===== src/rtl/bp_be_stride_detector.sv =====
// Reference-prediction table that learns constant positive load strides per PC
// and hands one {pc, addr, stride, depth} request at a time to the prefetch generator.
module bp_be_stride_detector #(
    parameter int vaddr_width_p    = 39,
    parameter int entries_p        = 16,
    parameter int tag_width_p      = 10,
    parameter int stride_width_p   = 8,
    parameter int loop_range_p     = 8,
    parameter int conf_bits_p      = 2,
    parameter int conf_thresh_p    = 2,
    parameter int prefetch_depth_p = 4
) (
    input  logic                      clk_i,
    input  logic                      reset_i,
    input  logic                      flush_i,
    input  logic                      v_i,
    input  logic [vaddr_width_p-1:0]  pc_i,
    input  logic [vaddr_width_p-1:0]  eff_addr_i,
    output logic                      v_o,
    input  logic                      ready_and_i,
    output logic [vaddr_width_p-1:0]  pc_o,
    output logic [vaddr_width_p-1:0]  eff_addr_o,
    output logic [stride_width_p-1:0] stride_o,
    output logic [loop_range_p-1:0]   loop_counter_o
);

    localparam int idx_w = $clog2(entries_p);
    localparam logic [conf_bits_p-1:0]  conf_one    = conf_bits_p'(1);
    localparam logic [conf_bits_p-1:0]  conf_thresh = conf_bits_p'(conf_thresh_p);
    localparam logic [loop_range_p-1:0] rcnt_one    = loop_range_p'(1);
    localparam logic [loop_range_p-1:0] depth       = loop_range_p'(prefetch_depth_p);

    logic                      valid_q     [entries_p];
    logic [tag_width_p-1:0]    tag_q       [entries_p];
    logic [vaddr_width_p-1:0]  last_addr_q [entries_p];
    logic [stride_width_p-1:0] stride_q    [entries_p];
    logic [conf_bits_p-1:0]    conf_q      [entries_p];
    logic [loop_range_p-1:0]   rcnt_q      [entries_p];

    logic                      valid_d     [entries_p];
    logic [tag_width_p-1:0]    tag_d       [entries_p];
    logic [vaddr_width_p-1:0]  last_addr_d [entries_p];
    logic [stride_width_p-1:0] stride_d    [entries_p];
    logic [conf_bits_p-1:0]    conf_d      [entries_p];
    logic [loop_range_p-1:0]   rcnt_d      [entries_p];

    logic                      v_o_q, v_o_d;
    logic [vaddr_width_p-1:0]  pc_o_q, pc_o_d;
    logic [vaddr_width_p-1:0]  addr_o_q, addr_o_d;
    logic [stride_width_p-1:0] stride_o_q, stride_o_d;

    logic [idx_w-1:0]          idx;
    logic [tag_width_p-1:0]    tag;
    logic                      hit, qual, match, trigger, out_load;
    logic [vaddr_width_p-1:0]  delta;
    logic [conf_bits_p-1:0]    conf_inc;

    always_comb begin
        valid_d     = valid_q;
        tag_d       = tag_q;
        last_addr_d = last_addr_q;
        stride_d    = stride_q;
        conf_d      = conf_q;
        rcnt_d      = rcnt_q;
        v_o_d       = v_o_q;
        pc_o_d      = pc_o_q;
        addr_o_d    = addr_o_q;
        stride_o_d  = stride_o_q;

        idx      = pc_i[2 +: idx_w];
        tag      = pc_i[2+idx_w +: tag_width_p];
        hit      = valid_q[idx] && (tag_q[idx] == tag);
        delta    = eff_addr_i - last_addr_q[idx];
        // Wrapped negative deltas land in the upper range, so they fail the high-bits test.
        qual     = (delta != '0) && (delta[vaddr_width_p-1:stride_width_p] == '0);
        match    = hit && qual && (delta[stride_width_p-1:0] == stride_q[idx]);
        conf_inc = (conf_q[idx] == '1) ? conf_q[idx] : conf_q[idx] + conf_one;
        trigger  = v_i && !flush_i && match && (conf_inc >= conf_thresh) && (rcnt_q[idx] <= rcnt_one);
        out_load = trigger && (!v_o_q || ready_and_i);

        if (flush_i) begin
            for (int unsigned i = 0; i < entries_p; i++) begin
                valid_d[i] = 1'b0;
            end
            v_o_d = 1'b0;
        end else begin
            if (v_i) begin
                if (!hit) begin
                    valid_d[idx]     = 1'b1;
                    tag_d[idx]       = tag;
                    last_addr_d[idx] = eff_addr_i;
                    stride_d[idx]    = '0;
                    conf_d[idx]      = '0;
                    rcnt_d[idx]      = '0;
                end else begin
                    last_addr_d[idx] = eff_addr_i;
                    if (match) begin
                        conf_d[idx] = conf_inc;
                        if (trigger) begin
                            rcnt_d[idx] = out_load ? depth : '0;
                        end else if (rcnt_q[idx] != '0) begin
                            rcnt_d[idx] = rcnt_q[idx] - rcnt_one;
                        end
                    end else begin
                        stride_d[idx] = qual ? delta[stride_width_p-1:0] : '0;
                        conf_d[idx]   = '0;
                        rcnt_d[idx]   = '0;
                    end
                end
            end

            if (out_load) begin
                v_o_d      = 1'b1;
                pc_o_d     = pc_i;
                addr_o_d   = eff_addr_i;
                stride_o_d = stride_q[idx];
            end else if (ready_and_i) begin
                v_o_d = 1'b0;
            end
        end
    end

    always_ff @(posedge clk_i or posedge reset_i) begin
        if (reset_i) begin
            for (int unsigned i = 0; i < entries_p; i++) begin
                valid_q[i]     <= 1'b0;
                tag_q[i]       <= '0;
                last_addr_q[i] <= '0;
                stride_q[i]    <= '0;
                conf_q[i]      <= '0;
                rcnt_q[i]      <= '0;
            end
            v_o_q      <= 1'b0;
            pc_o_q     <= '0;
            addr_o_q   <= '0;
            stride_o_q <= '0;
        end else begin
            valid_q     <= valid_d;
            tag_q       <= tag_d;
            last_addr_q <= last_addr_d;
            stride_q    <= stride_d;
            conf_q      <= conf_d;
            rcnt_q      <= rcnt_d;
            v_o_q       <= v_o_d;
            pc_o_q      <= pc_o_d;
            addr_o_q    <= addr_o_d;
            stride_o_q  <= stride_o_d;
        end
    end

    assign v_o            = v_o_q;
    assign pc_o           = pc_o_q;
    assign eff_addr_o     = addr_o_q;
    assign stride_o       = stride_o_q;
    assign loop_counter_o = depth;

endmodule


===== config.mk =====
export PLATFORM = sky130hd
export DESIGN_NAME = bp_be_stride_detector
export DESIGN_NICKNAME = d
export VERILOG_FILES = /design/src/rtl/bp_be_stride_detector.sv
export SDC_FILE = /design/constraint.sdc
export NUM_CORES = 2
export LEC_CHECK = 0
export CORE_MARGIN = 3
export CORE_UTILIZATION = 45
export CTS_BUF_LIST = sky130_fd_sc_hd__clkbuf_8
export DETAILED_ROUTE_END_ITERATION = 8
export GPL_ROUTABILITY_DRIVEN = 0
export PLACE_DENSITY = 0.69
export SLEW_MARGIN = 10
export SYNTH_ARGS = -nofsm -noshare
export SYNTH_HDL_FRONTEND = slang
export SYNTH_SLANG_ARGS = --single-unit

===== constraint.sdc =====
create_clock -name clk_i -period 87.7 [get_ports clk_i]
set_clock_uncertainty 0.05 [all_clocks]
set_input_delay 8.77 -clock clk_i [delete_from_list [all_inputs] [get_ports clk_i]]
set_output_delay 8.77 -clock clk_i [all_outputs]
set_load 0.1 [all_outputs]

== Yosys cells after proc, flatten, opt, wreduce, memory -nomap -nowiden ==
Index checks and enable logic that the tools add are counted.
Word-level totals
  register bits: 1175
  latch bits: 0
  bits in writable memories: 0
  ROM bits: 0
  input bits: 83
  output and inout port bits: 95
  logic and storage cells: 197
  memories: 0
Operators by class
  $add $sub $neg: 3
  multipliers: 0
  divide/modulo/power cells: 0
  magnitude comparators: 4
  equality and inequality tests: 6
  shift operators: 0
  multiplexer cells: 51
  bitwise logic cells: 9
  reductions and logical operators: 24
Operators with widths (count)
  two-way mux 128 bit: 6
  bitwise mux 624 bit: 1
  bitwise mux 128 bit: 3
  AND 128 bit: 2
  bitwise mux 160 bit: 1
  binary-select mux 39 bit (select 4 bit): 1
  demux 39 bit (select 4 bit): 1
  inverter 128 bit: 1
  two-way mux 39 bit: 3
  binary-select mux 8 bit (select 4 bit): 2
  two-way mux 32 bit: 2
  two-way mux 16 bit: 3
  two-way mux 8 bit: 6
  binary-select mux 10 bit (select 4 bit): 1
  demux 10 bit (select 4 bit): 1
  nonzero test 39 bit: 1
  subtractor 39 bit: 1
  AND 32 bit: 1
  bitwise mux 32 bit: 1
  demux 8 bit (select 4 bit): 1
  inverter 32 bit: 1
  logical NOT 31 bit: 1
  two-way mux 10 bit: 3
  bitwise OR 16 bit: 1
  other kinds (28): 52

== Depth between registers and ports, before layout ==
  depth in word-level cells: 18
  mapped depth: 30

== Worst setup path before layout ==
OpenSTA, ideal clock, no wires.
  path kind: in2reg
  start: input port pc_i[2]
  end: register addr_o_q[28], in the netlist eff_addr_o[28]
  setup time: 0.125 ns
  arrival time: 15.819 ns
  data required time: 87.525 ns
  setup slack: 71.705 ns
  cell stages on the path: 28
  path through: buf_4 > buf_4 > buf_2 > buf_4 > buf_2 > buf_2 > buf_1 > buf_1 > mux4_2 > mux4_2 > inv_1 > ha_1 > clkbuf_1 > nand2_1 > o21ai_0 > a21oi_1 > or2_2 > a211oi_1 > o31ai_1 > a2111oi_0 > nand4_1 > clkbuf_1 > or3_1 > clkbuf_1 > nor3_2 > buf_2 > buf_4 > mux2_2
Between the ends
  longest elaborated chain between the ends: 14
  elaborated cells on any way between the ends: 38
Ends and longest elaborated chain
  from (decl): RTL line 17  | input logic [vaddr_width_p-1:0] pc_i,
  inverter 4 -> 5 bit (not written as such) *
  binary-select mux 39 bit (select 4 bit): RTL line 73  | delta = eff_addr_i - last_addr_q[idx];
  two-way mux 39 bit (not written as such) (2 in a row): RTL line 73
  subtractor 39 bit: RTL line 73
  nonzero test 39 bit or logical NOT 31 bit (tied branches): RTL line 75  | qual = (delta != '0) && (delta[vaddr_width_p-1:stride_width_p] == '0);
  logical AND 1 bit: RTL line 75
  logical AND 1 bit (2 in a row): RTL line 76  | match = hit && qual && (delta[stride_width_p-1:0] == stride_q[idx]);
  logical AND 1 bit (2 in a row): RTL line 78  | trigger = v_i && !flush_i && match && (conf_inc >= conf_thresh) && (rcnt_q[idx] <= rcnt_one);
  logical AND 1 bit *: RTL line 78
  logical AND 1 bit *: RTL line 79  | out_load = trigger && (!v_o_q || ready_and_i);
  AND reduction 2 bit (no line) *
  to (signal assigned): RTL line 146  | addr_o_q <= addr_o_d;
  to (decl): RTL line 49  | logic [vaddr_width_p-1:0] addr_o_q, addr_o_d;
Every way passes the cells marked *; elsewhere a longest branch is shown, timed or not. The select of a mux whose other input is x is not followed.
A chain may end at the register's enable or synchronous reset.

== Worst setup path after layout ==
  start: input port pc_i[2]
  end: register pc_o_q[13], in the netlist pc_o[13]
Between the ends
  longest elaborated chain between the ends: 14
  elaborated cells on any way between the ends: 38
Ends and longest elaborated chain
  inverter 4 -> 5 bit (not written as such) *
  binary-select mux 39 bit (select 4 bit): RTL line 73
  two-way mux 39 bit (not written as such) (2 in a row): RTL line 73
  subtractor 39 bit: RTL line 73
  nonzero test 39 bit or logical NOT 31 bit (tied branches): RTL line 75
  logical AND 1 bit: RTL line 75
  logical AND 1 bit (2 in a row): RTL line 76
  logical AND 1 bit (2 in a row): RTL line 78
  logical AND 1 bit *: RTL line 78
  logical AND 1 bit *: RTL line 79
  AND reduction 2 bit (no line) *
  to (signal assigned): RTL line 145  | pc_o_q <= pc_o_d;
  to (decl): RTL line 48  | logic [vaddr_width_p-1:0] pc_o_q, pc_o_d;
Marked as above.

==> results.txt <==
----------------------------------------------------
[Worst setup path]
  Type of the setup path with the least slack ... in2reg
  Reg2Reg Setup Slack ... 80.49 ns
  Launch instance of the worst register-to-register path ... last_addr_q[14]
  Endpoint arrival time on the critical path ... approximately 18 ns
  Capture point of the critical path ... pc_o[13]
  Launching instance or port of the critical path ... pc_i[2]
  Reg-to-reg critical path endpoint ... pc_o[13]
  Kind of capture point of the worst setup path ... flop
  Type of origin of the critical path ... input pin
  Worst-path maximum fanout ... 48
  Required time at the worst-slack endpoint ... between 80 and 90 ns
  Count of cells along the worst register-to-register path ... 15

[Route]
  Routed vias ... 40600
  Starting DRT DRC Count ... around 4300
  Initial DRT Pass Iterations ... 6
  Count of nets left with antenna violations after detail routing ... 0
  Wire length after detailed routing ... 161000 um
  Via density ... just under 6
  Remaining design rule violation count ... 0
  Routed length per instance ... between 20 and 25 um

[Die]
  Core Footprint ... approximately 120000 um^2
  Height of the die ... 358 um
  I/O pin count ... around 180
  Area enclosed by the die boundary ... 128000 um^2
  Initial standard-cell utilization of the core ... 45.6%
  Site Rows ... 128
  Width of the chip ... 358 um

[Placed design]
  Detailed placer's ending HPWL ... between 90000 and 100000 um
  I/O Buffers ... 169

[Logic synthesis]
  Synthesized area per cell ... 11.1 um^2
  Flops & latches, synth ... 1175
  Sequential area share after synthesis ... a little over half
  Yosys warning total ... 0
  Unique masters post-synth ... 74
  Post-synth top flop ... sky130_fd_sc_hd__dfrtp_1
  Post-Syn Area ... 55800 um^2
  Post-synth EDFFs ... 0
  Number of instances in the synthesized netlist ... 5044
  Asr flop ratio synth ... 100%

[Power]
  LEAKAGE ... 0.0302 uW
  Share of power burned in combinational logic ... about 17%
  Total internal power ... around 1000 uW
  Clock power share ... a little under two fifths
  Max rail drop VDD ... approximately 16 uV
  Proportion of power drawn by flip-flops and latches ... a little under half
  Pwr Density ... 22.2 nW/um^2
  Switching power ... 397 uW
  Power Total ... 1400 uW
  Switching portion of total power ... between 20% and 30%

[Clock tree]
  Bufs on Longest Clock Path ... 3
  Root buffer cell ... sky130_fd_sc_hd__clkbuf_8
  Max H-tree Level ... 4
  Clock network latency to the later pin of the worst-skew pair ... about 0.9 ns
  Clock buffers created by TritonCTS ... roughly 200
  TritonCTS clock tree ... built
  CTS sink cnt ... 1175
  Clock transition at path regs ... 0.06 ns
  Hold-fix buffers, CTS ... 0
  Setup Buffers After CTS ... 0
  Resized Gates After CTS ... 0

[GRT]
  Via count of the first global-routing pass ... between 40000 and 50000
  Global-route total usage across every layer ... 25.3%
  First-pass GRT wire length ... around 250000 um
  Global route overflow ... 0
  Pin count of the biggest net entering global routing ... 173
  Antenna violations before repair ... 9

[STA]
  Setup TNS ... 0 ns
  Transition time of the tightest slew-check pin ... 1.21 ns
  RSZ-0062 raised after global routing ... no
  Count of final max-slew check failures ... 0
  Min Clock Period, post-route ... 17.04 ns
  Final number of setup-violating endpoints ... 0
  Final Cycle Share ... 19.4%
  Max-Slew Margin vs Limit ... 18.4%
  Number of hold-slack violations in the final timing report ... 0
  Fmax ... 58.7 MHz

[Final layout]
  Area added between synthesis and finish ... 13.1%
  Fraction of layout cells with a size suffix above 1 ... 23.1%
  Count of nets after finishing ... between 5000 and 6000

[Worst hold path]
  Classification of the worst-slack hold path ... reg2reg

[Flow run]
  Maximum capacitance violations ... 0

[Outcome]
  Outcome ... completed

----------------------------------------------------
## final cells by class
class | count | area, um^2
fill | 10500 | 59300
sequential | 1175 | 29400
multi-input combinational | 3384 | 24800
clock buffer | 252 | 3470
timing repair buffer | 265 | 2450
tap | 1625 | 2030
clock inverter | 106 | 815
inverter | 63 | 244
antenna | 5 | 12.5
## worst max-delay path: stages
cell                       delay, ns
sky130_fd_sc_hd__buf_8          0.34
sky130_fd_sc_hd__buf_4          0.52
sky130_fd_sc_hd__buf_4          0.47
sky130_fd_sc_hd__buf_4          0.80
sky130_fd_sc_hd__mux4_2         0.61
sky130_fd_sc_hd__mux4_2         0.46
sky130_fd_sc_hd__inv_1          0.17
sky130_fd_sc_hd__ha_1           0.33
sky130_fd_sc_hd__nand4_1        0.18
sky130_fd_sc_hd__or2_2          0.35
sky130_fd_sc_hd__o311ai_0       0.77
sky130_fd_sc_hd__a21oi_1        0.19
sky130_fd_sc_hd__xnor2_1        0.20
sky130_fd_sc_hd__nor4_1         0.35
sky130_fd_sc_hd__nand4_1        0.73
sky130_fd_sc_hd__or3_1          0.94
sky130_fd_sc_hd__nor3_4         0.34
sky130_fd_sc_hd__buf_4          0.63
sky130_fd_sc_hd__mux2_2         0.41
## power groups by stage
stage | Sequential, uW | Combinational, uW | Clock [uW]
6_report | 645 | 236 | 524
5_1_grt | 653 | 257 | 559
4_1_cts | 645 | 233 | 534
3_5_place_dp | 654 | 232 | 0
3_3_place_gp | 651 | 227 | 0
2_1_floorplan | 646 | 175 | 0
## cells in the mapped netlist, types with 5 or more instances
| library cell | count | area, um^2 |
|---|---|---|
| sky130_fd_sc_hd__a211oi_1 | 9 | 67.6 |
| sky130_fd_sc_hd__a21o_1 | 13 | 97.6 |
| sky130_fd_sc_hd__a21oi_1 | 90 | 450 |
| sky130_fd_sc_hd__a221oi_1 | 9 | 78.8 |
| sky130_fd_sc_hd__a22o_1 | 5 | 43.8 |
| sky130_fd_sc_hd__a22oi_1 | 25 | 188 |
| sky130_fd_sc_hd__a2bb2oi_1 | 6 | 52.6 |
| sky130_fd_sc_hd__and2_1 | 5 | 31.3 |
| sky130_fd_sc_hd__buf_1 | 56 | 210 |
| sky130_fd_sc_hd__buf_2 | 26 | 130 |
| sky130_fd_sc_hd__buf_4 | 24 | 180 |
| sky130_fd_sc_hd__buf_6 | 7 | 78.8 |
| sky130_fd_sc_hd__clkbuf_1 | 314 | 1180 |
| sky130_fd_sc_hd__dfrtp_1 | 1175 | 29400 |
| sky130_fd_sc_hd__ha_1 | 40 | 500 |
| sky130_fd_sc_hd__inv_1 | 63 | 236 |
| sky130_fd_sc_hd__mux2_1 | 23 | 259 |
| sky130_fd_sc_hd__mux2_2 | 445 | 5010 |
| sky130_fd_sc_hd__mux2i_1 | 24 | 240 |
| sky130_fd_sc_hd__mux4_2 | 313 | 7050 |
| sky130_fd_sc_hd__nand2_1 | 1626 | 6100 |
| sky130_fd_sc_hd__nand2b_1 | 7 | 43.8 |
| sky130_fd_sc_hd__nand3_1 | 28 | 140 |
| sky130_fd_sc_hd__nand4_1 | 19 | 119 |
| sky130_fd_sc_hd__nor2_1 | 115 | 432 |
| sky130_fd_sc_hd__nor2b_1 | 8 | 50.1 |
| sky130_fd_sc_hd__nor3_1 | 23 | 115 |
| sky130_fd_sc_hd__nor4_1 | 10 | 62.6 |
| sky130_fd_sc_hd__o211ai_1 | 13 | 97.6 |
| sky130_fd_sc_hd__o21a_1 | 6 | 45.0 |
| sky130_fd_sc_hd__o21ai_0 | 357 | 1790 |
| sky130_fd_sc_hd__o2bb2ai_1 | 7 | 61.3 |
| sky130_fd_sc_hd__o31ai_1 | 6 | 45.0 |
| sky130_fd_sc_hd__or2_2 | 6 | 37.5 |
| sky130_fd_sc_hd__or3_1 | 15 | 93.8 |
| sky130_fd_sc_hd__or4_1 | 8 | 60.1 |
| sky130_fd_sc_hd__xnor2_1 | 28 | 245 |
| sky130_fd_sc_hd__xor2_1 | 20 | 175 |
## placed cells by master (no fill, tap or decap), drive strengths merged, types with 15 or more instances in the layout
| cell type | synthesis | final |
|---|---|---|
| nand4 | 19 | 19 |
| inv | 63 | 130 |
| clkdlybuf4s50 | 0 | 165 |
| mux2 | 468 | 468 |
| or3 | 15 | 15 |
| mux4 | 313 | 313 |
| dfrtp | 1175 | 1175 |
| xor2 | 20 | 20 |
| clkinv | 0 | 21 |
| mux2i | 24 | 24 |
| clkbuf | 315 | 252 |
| nand3 | 28 | 28 |
| nor3 | 27 | 27 |
| ha | 40 | 40 |
| a21oi | 90 | 90 |
| buf | 113 | 100 |
| o21ai | 361 | 361 |
| nor2 | 116 | 116 |
| nand2 | 1626 | 1626 |
| xnor2 | 28 | 28 |
| a22oi | 25 | 25 |
## worst min-delay path by stage
| stage | end | from | cells past startpoint |
|---|---|---|---|
| floorplan | last_addr_q[50] | last_addr_q[50] | 2 |
| global placement | last_addr_q[385] | last_addr_q[385] | 2 |
| detailed placement | last_addr_q[517] | last_addr_q[517] | 2 |
| CTS | last_addr_q[517] | last_addr_q[517] | 2 |
| global route | last_addr_q[358] | last_addr_q[358] | 2 |
| finish | last_addr_q[474] | last_addr_q[474] | 2 |
## sequential cells by signal (all words and copies together), names as in the netlist, 16 cells and up
| signal | cells |
|---|---|
| stride_q | 128 |
| last_addr_q | 624 |
| eff_addr_o | 39 |
| conf_q | 32 |
| valid_q | 16 |
| tag_q | 160 |
| rcnt_q | 128 |
| pc_o | 39 |
## cells by family (layout without fill, tap and decap cells)
logic type,after synthesis,count (layout),synth area share [%]
other,2,13,0.0134
adders and majority gates,41,41,0.932
buffers and inverters,491,686,3.62
AOI/OAI and AO/OA,590,590,6.14
DFF,1175,1175,52.6
and+or+nand+nor,1892,1892,13.4
muxes,805,805,22.5
xor gates and xnor gates,48,48,0.753
## per-stage QoR
stage / util [%] / setup WS (ns) / cell area (um^2) / cells / hold WS (ns)
floorplan: - / 45.78 / 55900 / 5050 / 0.391
global placement: 48.1 / 70.13 / 58900 / 6512 / 0.402
detailed placement: 48.1 / 70.09 / 58900 / 6512 / 0.407
CTS: 51.6 / 71.06 / 63200 / 6870 / 0.422
global route: 51.6 / 70.38 / 63200 / 6874 / 0.438
finish: 51.6 / 70.66 / 63200 / 6875 / 0.419
## per-layer routing
metal	global-route usage, %	wire, um
met1	34.1	64400
met2	39.7	74600
met3	5.83	15900
met4	10.3	5990
met5	0	13
Power figures use the tool's default switching activity.
